File: src/rtl/l1_mem_arbiter_pkg.sv
`default_nettype none
// ============================================================================
// Module : l1_mem_arbiter_pkg
// Brief  : Shared LC-3b types for the L1 miss-port / L2 arbiter.
// Rev    : 1.0  initial release
// ============================================================================
package l1_mem_arbiter_pkg;

    localparam int LC3B_WORD_W     = 16;
    localparam int LC3B_DATBUS_W   = 128;
    localparam int LC3B_LINE_OFF_W = 4;

    typedef logic [LC3B_WORD_W-1:0]   lc3b_word;
    typedef logic [LC3B_DATBUS_W-1:0] lc3b_datbus;

    typedef enum logic [1:0] {
        ARB_IDLE    = 2'd0,
        ARB_SERVE_I = 2'd1,
        ARB_SERVE_D = 2'd2
    } lc3b_arb_state;

    typedef enum logic {
        ARB_OP_RD = 1'b0,
        ARB_OP_WR = 1'b1
    } lc3b_arb_op;

endpackage
`default_nettype wire

File: src/rtl/l1_mem_arbiter_reg.sv
`default_nettype none
// ============================================================================
// Module : l1_mem_arbiter_reg
// Brief  : Generic load-enabled register with asynchronous active-low clear.
// Rev    : 1.0  initial release
// ============================================================================
module l1_mem_arbiter_reg
    import l1_mem_arbiter_pkg::*;
#(
    parameter int WIDTH = 1
) (
    input  logic             clk,
    input  logic             rst_n,
    input  logic             i_load,
    input  logic [WIDTH-1:0] i_d,
    output logic [WIDTH-1:0] o_q
);

    logic [WIDTH-1:0] r_q;

    always_ff @(posedge clk or negedge rst_n) begin
        if (!rst_n) begin
            r_q <= '0;
        end else if (i_load) begin
            r_q <= i_d;
        end
    end

    assign o_q = r_q;

endmodule
`default_nettype wire

File: src/rtl/l1_mem_arbiter.sv
`default_nettype none
// ============================================================================
// Module : l1_mem_arbiter
// Brief  : Arbitrates the icache and dcache miss ports onto one line-wide L2
//          port, one transfer at a time. Define ARB_ROUND_ROBIN_EN to replace
//          fixed dcache priority with alternating tie-break.
// Rev    : 1.0  initial release
// ============================================================================
module l1_mem_arbiter
    import l1_mem_arbiter_pkg::*;
#(
    parameter int ADDR_W = LC3B_WORD_W,
    parameter int LINE_W = LC3B_DATBUS_W,
    parameter int OFF_W  = LC3B_LINE_OFF_W
) (
    input  logic              clk,
    input  logic              rst_n,
    input  logic              i_read,
    input  logic [ADDR_W-1:0] i_addr,
    output logic              i_resp,
    output logic [LINE_W-1:0] i_rdata,
    input  logic              d_read,
    input  logic              d_write,
    input  logic [ADDR_W-1:0] d_addr,
    input  logic [LINE_W-1:0] d_wdata,
    output logic              d_resp,
    output logic [LINE_W-1:0] d_rdata,
    output logic              mem_read,
    output logic              mem_write,
    output logic [ADDR_W-1:0] mem_addr,
    output logic [LINE_W-1:0] mem_wdata,
    input  logic              mem_resp,
    input  logic [LINE_W-1:0] mem_rdata
);

    localparam logic [1:0] ST_IDLE    = ARB_IDLE;
    localparam logic [1:0] ST_SERVE_I = ARB_SERVE_I;
    localparam logic [1:0] ST_SERVE_D = ARB_SERVE_D;

    localparam int LATCH_W = LINE_W + ADDR_W + 2;
    localparam int RD_BIT  = LATCH_W - 1;
    localparam int WR_BIT  = LATCH_W - 2;

    logic [1:0]         r_state;
    logic [1:0]         w_state_nxt;
    logic               w_idle;
    logic               w_i_req;
    logic               w_d_req;
    logic               w_pick_d;
    logic               w_grant_i;
    logic               w_grant_d;
    logic               w_done;
    lc3b_arb_op         w_d_op;
    logic [ADDR_W-1:0]  w_i_addr_al;
    logic [ADDR_W-1:0]  w_d_addr_al;
    logic               w_latch_ld;
    logic [LATCH_W-1:0] w_latch_d;
    logic [LATCH_W-1:0] w_latch_q;

    assign w_idle  = (r_state == ST_IDLE);
    assign w_i_req = i_read;
    assign w_d_req = d_read | d_write;
    assign w_done  = ((r_state == ST_SERVE_I) || (r_state == ST_SERVE_D)) && mem_resp;

`ifdef ARB_ROUND_ROBIN_EN
    // 1 = dcache held the bus for the most recent completed transfer
    logic r_last_d;

    always_ff @(posedge clk or negedge rst_n) begin
        if (!rst_n) begin
            r_last_d <= 1'b0;
        end else if (w_done) begin
            r_last_d <= (r_state == ST_SERVE_D);
        end
    end

    always_comb begin
        w_pick_d = w_d_req;
        if (w_d_req && w_i_req) begin
            w_pick_d = ~r_last_d;
        end
    end
`else
    // dcache wins ties: it belongs to the older instruction in the pipe
    assign w_pick_d = w_d_req;
`endif

    assign w_grant_d = w_idle & w_d_req & w_pick_d;
    assign w_grant_i = w_idle & w_i_req & ~w_pick_d;

    always_comb begin
        w_state_nxt = r_state;
        case (r_state)
            ST_IDLE: begin
                if (w_grant_d) begin
                    w_state_nxt = ST_SERVE_D;
                end else if (w_grant_i) begin
                    w_state_nxt = ST_SERVE_I;
                end
            end
            ST_SERVE_I,
            ST_SERVE_D: begin
                if (mem_resp) begin
                    w_state_nxt = ST_IDLE;
                end
            end
            default: w_state_nxt = ST_IDLE;
        endcase
    end

    always_ff @(posedge clk or negedge rst_n) begin
        if (!rst_n) begin
            r_state <= ST_IDLE;
        end else begin
            r_state <= w_state_nxt;
        end
    end

    // An illegal read+write request resolves to a writeback
    assign w_d_op      = d_write ? ARB_OP_WR : ARB_OP_RD;
    assign w_i_addr_al = {i_addr[ADDR_W-1:OFF_W], {OFF_W{1'b0}}};
    assign w_d_addr_al = {d_addr[ADDR_W-1:OFF_W], {OFF_W{1'b0}}};

    // Loaded on grant, cleared on completion so strobes fall the edge after mem_resp
    assign w_latch_ld = w_grant_d | w_grant_i | w_done;

    always_comb begin
        w_latch_d = '0;
        if (w_grant_d) begin
            w_latch_d = {w_d_op == ARB_OP_RD, w_d_op == ARB_OP_WR, w_d_addr_al, d_wdata};
        end else if (w_grant_i) begin
            w_latch_d = {1'b1, 1'b0, w_i_addr_al, {LINE_W{1'b0}}};
        end
    end

    l1_mem_arbiter_reg #(
        .WIDTH (LATCH_W)
    ) u_req_latch (
        .clk    (clk),
        .rst_n  (rst_n),
        .i_load (w_latch_ld),
        .i_d    (w_latch_d),
        .o_q    (w_latch_q)
    );

    assign mem_read  = w_latch_q[RD_BIT];
    assign mem_write = w_latch_q[WR_BIT];
    assign mem_addr  = w_latch_q[LINE_W +: ADDR_W];
    assign mem_wdata = w_latch_q[LINE_W-1:0];

    assign i_resp  = (r_state == ST_SERVE_I) & mem_resp;
    assign d_resp  = (r_state == ST_SERVE_D) & mem_resp;
    assign i_rdata = i_resp ? mem_rdata : {LINE_W{1'b0}};
    assign d_rdata = d_resp ? mem_rdata : {LINE_W{1'b0}};

`ifndef SYNTHESIS
    always @(posedge clk) begin
        if (rst_n) begin
            assert (!(d_read && d_write));
        end
    end
`endif

endmodule
`default_nettype wire
File: config.mk
export PLATFORM = sky130hd
export DESIGN_NAME = l1_mem_arbiter
export DESIGN_NICKNAME = d
export VERILOG_FILES = /design/src/rtl/l1_mem_arbiter_pkg.sv /design/src/rtl/l1_mem_arbiter_reg.sv /design/src/rtl/l1_mem_arbiter.sv
export SDC_FILE = /design/constraint.sdc
export NUM_CORES = 1
export LEC_CHECK = 0
export ABC_AREA = 1
export BUFFER_PORTS_ARGS = -buffer_cell sky130_fd_sc_hd__buf_2
export CORE_AREA = 4 4 266 268
export DETAILED_ROUTE_END_ITERATION = 16
export DIE_AREA = 0 0 270 272
export GPL_TIMING_DRIVEN = 0
export PLACE_DENSITY = 0.42
export SLEW_MARGIN = 20
export SYNTH_ARGS = -nofsm -noshare
export SYNTH_HDL_FRONTEND = slang
export SYNTH_HIERARCHICAL = 1
export SYNTH_SLANG_ARGS = --single-unit
File: constraint.sdc
create_clock -name clk -period 3.7 [get_ports clk]
set_input_delay 0 -clock clk [delete_from_list [all_inputs] [get_ports clk]]
set_output_delay 0 -clock clk [all_outputs]
set_load 0.01 [all_outputs]
---- After elaboration in Yosys (flattened, before gate mapping) ----
Index checks and enable logic that the tools add are counted.
storage, ports and cells
  bits in registers ....................... 148
  input bits .............................. 294
cells by class
  bitwise operators ....................... 11
  reduce and logical (&&, ||, !) cells .... 5
  eq/ne operators ......................... 4
  multiplexer cells ....................... 9
operators by type and width
  kind                                                             count
  146-bit 2-to-1 mux                                               2
  128-bit 2-to-1 mux                                               2
  1-bit bitwise AND                                                6
  2-bit 2-to-1 mux                                                 3
  2-bit case mux with 2 select lines                               1
  3-bit by 1-bit != test with 1-bit output, second input constant  1
  1-bit bitwise OR                                                 3
  2-bit by 1-bit == test with 1-bit output, second input constant  1
  2-bit == test, second input constant                             1
  2-bit logical NOT                                                1
  2-bit != test, second input constant                             1
  1-bit inverter                                                   2
  2-bit AND reduction                                              1
  2-bit OR reduction                                               1
  1-bit logical AND                                                1
  1-bit logical OR                                                 1
  1-bit 2-to-1 mux                                                 1

---- Logic depth before layout (Yosys ltp) ----
Gate-level depths: netlist of run 1.
  depth after elaboration ................. 6
  depth in mapped cells ................... 13
  depth with buffers taken out ............ 9

---- Hierarchy ----
Netlist of run 1, hierarchy kept.
by module, submodules not included
  module              area each (um2)  times used  cells an instance
  l1_mem_arbiter_reg  5657.9           1           617
  l1_mem_arbiter      3310.7           1           755

---- Worst setup path before layout of run 1 ----
No wires, ideal clock.
  path kind ............................... register to register
  from .................................... reg r_state[0]
  to ...................................... reg u_req_latch.r_q[132] (netlist: u_req_latch/o_q[132])
  data arrival time ....................... 1728 ps
  clock period less this slack ............ 1844 ps
  cell stages (with the launch flop) ...... 13
  path slack .............................. 1856 ps
  buffers on the path ..................... 4
  path through ............................ dfrtp_1 > inv_1 > ha_1 > inv_1 > nor2_8 > inv_4 > buf_12 > buf_6 > nand3_1 > buf_4 > buf_6 > nand2_1 > nand2_1
between the ends
  longest elaborated chain between the ends .. 5
RTL lines
  what                                                      RTL line                                    RTL
  from (decl)                                               l1_mem_arbiter.sv:44                        logic [1:0] r_state;
  from (signal assigned)                                    l1_mem_arbiter.sv:115                       r_state <= w_state_nxt;
  2-bit logical NOT                                         l1_mem_arbiter.sv:60                        assign w_idle = (r_state == ST_IDLE);
  1-bit bitwise AND, on equally long branches (2 in a row)  l1_mem_arbiter.sv:88, l1_mem_arbiter.sv:89
  1-bit bitwise OR                                          l1_mem_arbiter.sv:125                       assign w_latch_ld = w_grant_d | w_grant_i | w_done;
  1-bit bitwise OR *                                        l1_mem_arbiter.sv:125
  via w_latch_ld                                            l1_mem_arbiter.sv:56                        logic w_latch_ld;
  to (signal assigned)                                      l1_mem_arbiter_reg.sv:25                    r_q <= i_d;
  to (decl)                                                 l1_mem_arbiter_reg.sv:19                    logic [WIDTH-1:0] r_q;
The timed path passes the listed nets; every way through them passes the cells marked *.
A chain may end at the register's enable or synchronous reset.

---- Worst setup path in the final report of run 1 ----
  from .................................... reg r_state[0]
  to ...................................... reg r_state[1]
between the ends
  longest elaborated chain between the ends .. 5
RTL lines
  what                                                                                 RTL line
  2-bit logical NOT                                                                    l1_mem_arbiter.sv:60, l1_mem_arbiter.sv:93
  1-bit bitwise AND, on equally long branches (2 in a row)                             l1_mem_arbiter.sv:88, l1_mem_arbiter.sv:89
  2-bit 2-to-1 mux / 3-bit by 1-bit != test with 1-bit output (equally long branches)  -
  2-bit case mux with 2 select lines / 2-bit AND reduction (equally long branches)     -
Several ways; a longest one is shown, not always the timed one.

==> results.cfg, run 1 <==
[critical_path]
worst_setup_path_start_kind = flip-flop
r2r_cells = 11
endpoint_kind = flip-flop
path_cells = inv_1, ha_1, inv_1, nor2_1, nand2_1, dlygate4sd3_1, nand2_1, dlygate4sd3_1, nand2_1, nand2_1, dlygate4sd3_1
crit_type = flip-flop to flip-flop
cp_common_cell = nand2_1
max_stage_delay_ns = 0.57
slowest_stage = dlygate4sd3_1
ff2ff_setup_slack_ns = 0.85
worstPathRequired_ns = 4.03
cp_max_fo = 3
cp_data_arrival_time_ns = 3.19

[cells_and_area]
ff_latch_area_mm2 = 0.00370
nFillCells = 7847
stdcell_count = 3163
nNetsFinal = 2542
layout-drive-gt1-share_pct = 39.3
area_growth_pct = 76.5
multi_input_area_mm2 = 0.00360

[clock_tree]
clockBufferDepth = 2
cts_tree = done
clkTransAtPathRegs_ns = 0.06
cts_sinks = 148
cts_resized = 0
htree_num_levels = 4
ctsHoldBuffers = 161
cts_buffers = 17
cts_root_buffer = clkbuf_16
insertion_delay_ns = 0.46
post-cts-setup-buffer-count = 0

[sta]
finalSetupViolations = 0
finalMaxSlewViolations = 0
fin_ws_ns = 0.847
hold_slack_ns = 0.0869
tns_ns = 0
period_needed_ns = 2.85
worst_pin_slew_ns = 0.812
skew_ns = 0.00917
finalHoldViolCount = 0
rsz0062_at_grt = no
timing.fmax_mhz = 351
fin_crit_sh_pct = 77.1
relSlewSlack_pct = 45.9

[grt]
grt_pass1_vias = 11703
grtUsageTotal_pct = 16.3
grt_first_pass_wirelength_mm = 85.1
grt_max_degree = 84
antenna_found_initial = 57
grt.overflow.total = 0

[run]
cap_violations = 0

[pwr]
ir_drop_mv = 0.322
comb_power_share_pct = 53.8
p_per_area_mw_per_mm2 = 621
seqPwrFrac_pct = 28.0
switchingPower_mw = 4.44
p_int_mw = 5.40
p_sw_share_pct = 45.1
pwr-share-clk_pct = 18.3
p_leak_nw = 10.2

[drt]
drc_errors = 0
first_pass_iters = 4
wl_per_cell_um = 19.5
antenna_left = 0
routed_wl_mm = 61.8
num_vias = 11150
drtIter0Drc = 462
vias_per_cell = 3.53

[placed_design]
place_congestion = 0.873
portBuffers = 689
dpl.cell_count = 2947
dp_hpwl_mm = 52.7
place_ws_ns = 1.31

[hold_path]
hold_class = input pin to asynchronous set/reset pin

[logic_synthesis]
synth_seq_cells = 148
synth_top_cell_area_share_pct = 41.3
yosysUniqueCellTypes = 19
synth_area_leader_cell = dfrtp_1
ys_seq_area_share_pct = 41.3
synthCells = 1372
synth.avg_cell_area_um2 = 6.54
syn_area_mm2 = 0.00897
synth_area_leaders = dfrtp_1, nand2_1, nor2_1, inv_1, nor2_2
ys_warn_count = 6

[die]
die-area_mm2 = 0.0734
start_util_pct = 13.1
io_pins = 698
coreArea_mm2 = 0.0683
die_h_um = 272
rows = 96
die_w_um = 270

[run_status]
status = finished clean
-- synth_stat cells --
| cell | instances |
|---|---|
| nor2_4 | 1 |
| a21oi_1 | 1 |
| clkbuf_1 | 4 |
| dfrtp_1 | 148 |
| inv_4 | 1 |
| inv_2 | 1 |
| buf_12 | 1 |
| nand3_1 | 1 |
| nor2_1 | 297 |
| inv_1 | 264 |
| ha_1 | 3 |
| buf_6 | 32 |
| buf_8 | 8 |
| buf_4 | 2 |
| conb_1 | 1 |
| buf_2 | 29 |
| nor2_2 | 90 |
| nand2_1 | 487 |
| nor2_8 | 1 |
-- layer usage --
| layer | wire length (µm) | vias to the layer above | GRT usage, % |
|---|---|---|---|
| li1 | - | 5597 | - |
| met1 | 21600 | 4933 | 16.0 |
| met2 | 32000 | 483 | 29.8 |
| met3 | 4230 | 129 | 4.95 |
| met4 | 3860 | 8 | 10.7 |
| met5 | 55 | - | 0 |
-- cells by family after synthesis --
logic type / Yosys count / share of synthesized area, %
buffers and inverters: 342 / 18.7
adder cells (fa/ha/maj): 3 / 0.419
AND/OR/NAND/NOR: 877 / 39.5
other: 1 / 0.0418
flip-flops: 148 / 41.3
AO/OA/AOI/OAI: 1 / 0.0558
-- per-stage QoR --
step                      cell area (µm²)  util [%]  power (mW)
after global routing                15800      23.1        10.7
after CTS                           15800      23.1        10.1
after floorplan                      8980         -        5.60
final                               15800      23.2        9.84
after detailed placement            13600      19.9        8.02
after global placement              13500      19.8        8.03
-- critical path, delay by kind of cell (launching register included) --
kind | cells | cell delay, ns
flops | 1 | 0.37
simple gates | 5 | 0.26
buf+inv | 5 | 1.90
fa+ha+maj | 1 | 0.21
-- cell type report --
cell class	instances	share of cell area, %
Antenna cell	23	0.364
Buffer	76	4.27
Clock buffer	19	2.80
Clock inverter	13	0.948
Inverter	266	6.32
Multi-Input combinational cell	885	22.7
Sequential cell	148	23.4
Tap cell	882	6.97
Timing Repair Buffer	851	32.2
-- placed cells by master (no fill, tap or decap), drive strengths merged --
cell	Yosys	final
a21oi	1	1
buf	72	762
bufinv	0	2
clkbuf	4	23
clkinv	0	3
clkinvlp	0	5
conb	1	4
dfrtp	148	148
diode	0	23
dlygate4sd3	0	161
ha	3	3
inv	266	269
nand2	487	487
nand3	1	1
nor2	389	389
-- worst paths after layout --
path | start | end
max in group asynchronous | rst_n | u_req_latch/o_q[14]
worst max register to register | r_state[0] | r_state[1]
min in group clk | mem_rdata[119] | d_rdata[119]
worst max-delay path | r_state[0] | r_state[1]
worst min-delay path | rst_n | u_req_latch/o_q[68]
worst min register to register | u_req_latch/o_q[104] | u_req_latch/o_q[104]
-- power by group through the flow --
stage | Combinational, mW | Sequential, mW | Clock (mW)
after global routing | 5.86 | 2.87 | 1.93
after global placement | 5.26 | 2.77 | 0
final | 5.29 | 2.75 | 1.80
after CTS | 5.45 | 2.76 | 1.88
after detailed placement | 5.24 | 2.78 | 0
after floorplan | 2.46 | 3.14 | 0
-- sequential cells by signal, summed over array words and instances (netlist names) --
name             cells
u_req_latch/o_q    146
r_state              2
Power figures use the tool's default switching activity.
==> run 2: changes to the inputs <==
clock period = 2.8 ns   (was 3.7 ns; I/O delays follow)
==> run 2 against run 1 <==
Compared with the run above:
- via count increased by 0.22%
- clock-buffer cell count is the same
- hold slack is essentially flat
- sequential cell count unchanged
- wire length about the same
- critical endpoint is now i_rdata[98]
- largest power group unchanged
==> results.cfg, run 2 (synthesized netlist as in run 1, its figures left out) <==
[cells_and_area]
multi_input_area_mm2 = 0.00360
area_growth_pct = 76.6
layout_commonest_cell = buf_2
nNetsFinal = 2542
layout_common_cells = buf_2, nand2_1, nor2_1, inv_1, dlygate4sd3_1
layout-drive-gt1-share_pct = 39.3
largest_reg_flops = 146
ff_latch_area_mm2 = 0.00370
nFillCells = 7850

[critical_path]
timing.rr.start = r_state[0]
path_cells = inv_1, ha_1, nand2_1, clkbuf_1, buf_2, nor2_1, buf_2
cp_max_fo = 10
worst_setup_path_start_kind = flip-flop
ff2ff_setup_slack_ns = 0.50
cp_data_arrival_time_ns = 2.51
endpoint_kind = output port
rr_endpoint = u_req_latch/o_q[13]
worstPathRequired_ns = 2.80
crit_type = flip-flop to output port
cp_common_cell = buf_2
slowest_stage = clkbuf_1
max_stage_delay_ns = 0.63
r2r_cells = 13

[grt]
grt_max_degree = 84
antenna_found_initial = 57
grt.overflow.total = 0
grtUsageTotal_pct = 16.3
grt_pass1_vias = 11700
grt_first_pass_wirelength_mm = 85.1

[pwr]
p_leak_nw = 10.2
ir_drop_mv = 0.425
p_per_area_mw_per_mm2 = 820

[drt]
routed_wl_mm = 61.8
wl_per_cell_um = 19.5
drc_errors = 0
num_vias = 11174
vias_per_cell = 3.53
drtIter0Drc = 453
first_pass_iters = 5
antenna_left = 0

[clock_tree]
insertion_delay_ns = 0.46
cts_sinks = 148
htree_num_levels = 4
cts_buffers = 17
clkTransAtPathRegs_ns = 0.06
post-cts-setup-buffer-count = 0
cts_tree = done
clockBufferDepth = 2
cts_root_buffer = clkbuf_16

[run]
cap_violations = 0

[placed_design]
place_congestion = 0.873
dp_hpwl_mm = 52.7
portBuffers = 689

[sta]
hold_slack_ns = 0.0873
worst_pin_slew_ns = 0.814
relSlewSlack_pct = 45.7
fin_crit_sh_pct = 89.8
skew_ns = 0.0109
timing.fmax_mhz = 398
period_needed_ns = 2.51
finalSetupViolations = 0
rsz0062_at_grt = no
finalMaxSlewViolations = 0
tns_ns = 0
finalHoldViolCount = 0

[die]
rows = 96
coreArea_mm2 = 0.0683
die_w_um = 270
die_h_um = 272
start_util_pct = 13.1
io_pins = 698
die-area_mm2 = 0.0734

[run_status]
status = finished clean

[hold_path]
hold_class = input pin to asynchronous set/reset pin
[run 2: area by class of cell]
class                           instances  area share [%]
Timing Repair Buffer                  851            32.2
Sequential cell                       148            23.4
Multi-Input combinational cell        885            22.7
Tap cell                              882            6.97
Inverter                              266            6.32
Buffer                                 76            4.27
Clock buffer                           19            2.80
Clock inverter                         13           0.948
Antenna cell                           25           0.395
[run 2: metrics by stage]
stage               area, µm²  util [%]  setup WS [ns]  std cells  total power [mW]
CTS                     15800      23.1          0.209       3140              13.3
detailed placement      13600      19.9          0.413       2947              10.6
floorplan                8980         -          0.956       1375              7.40
global route            15800      23.1          0.153       3156              14.1
finish                  15800      23.2          0.287       3165              13.0
global placement        13500      19.8          -1.02       2946              10.6
[run 2: worst max-delay path by stage]
stage / from / end / slack [ns] / depth (start not counted)
3_3_place_gp: rst_n / u_req_latch/o_q[129] / -1.02 / 1
2_1_floorplan: r_state[0] / u_req_latch/o_q[132] / 0.96 / 12
4_1_cts: r_state[1] / i_rdata[98] / 0.21 / 7
3_5_place_dp: r_state[0] / u_req_latch/o_q[123] / 0.41 / 12
5_1_grt: r_state[1] / i_rdata[98] / 0.15 / 7
6_report: r_state[1] / i_rdata[98] / 0.29 / 7
[run 2: worst max-delay path: cells and delay by family (launching register included)]
| family | cells | cell delay (ns) |
|---|---|---|
| buf+inv | 4 | 1.25 |
| flops | 1 | 0.37 |
| simple gates | 2 | 0.25 |
| fa+ha+maj | 1 | 0.18 |
[run 2: timing repair]
action                                  4_1_cts  5_1_grt
endpoints found under the hold margin       209        0
resized for setup                             0        0
endpoints found under the setup margin        0        0
hold buffers                                161        0
[run 2: power breakdown]
group          total, mW  internal, mW  switching (mW)
Clock               2.38          1.35            1.03
Combinational       6.98          2.65            4.33
Sequential          3.64          3.13           0.501
Total               13.0          7.13            5.86
[run 2: metal layers]
metal	GRT usage [%]	wire, µm	vias up
met3	5.00	4350	127
met1	15.9	21500	4948
met4	10.7	4040	10
li1	-	-	5600
met2	29.8	31900	489
met5	0	59	-
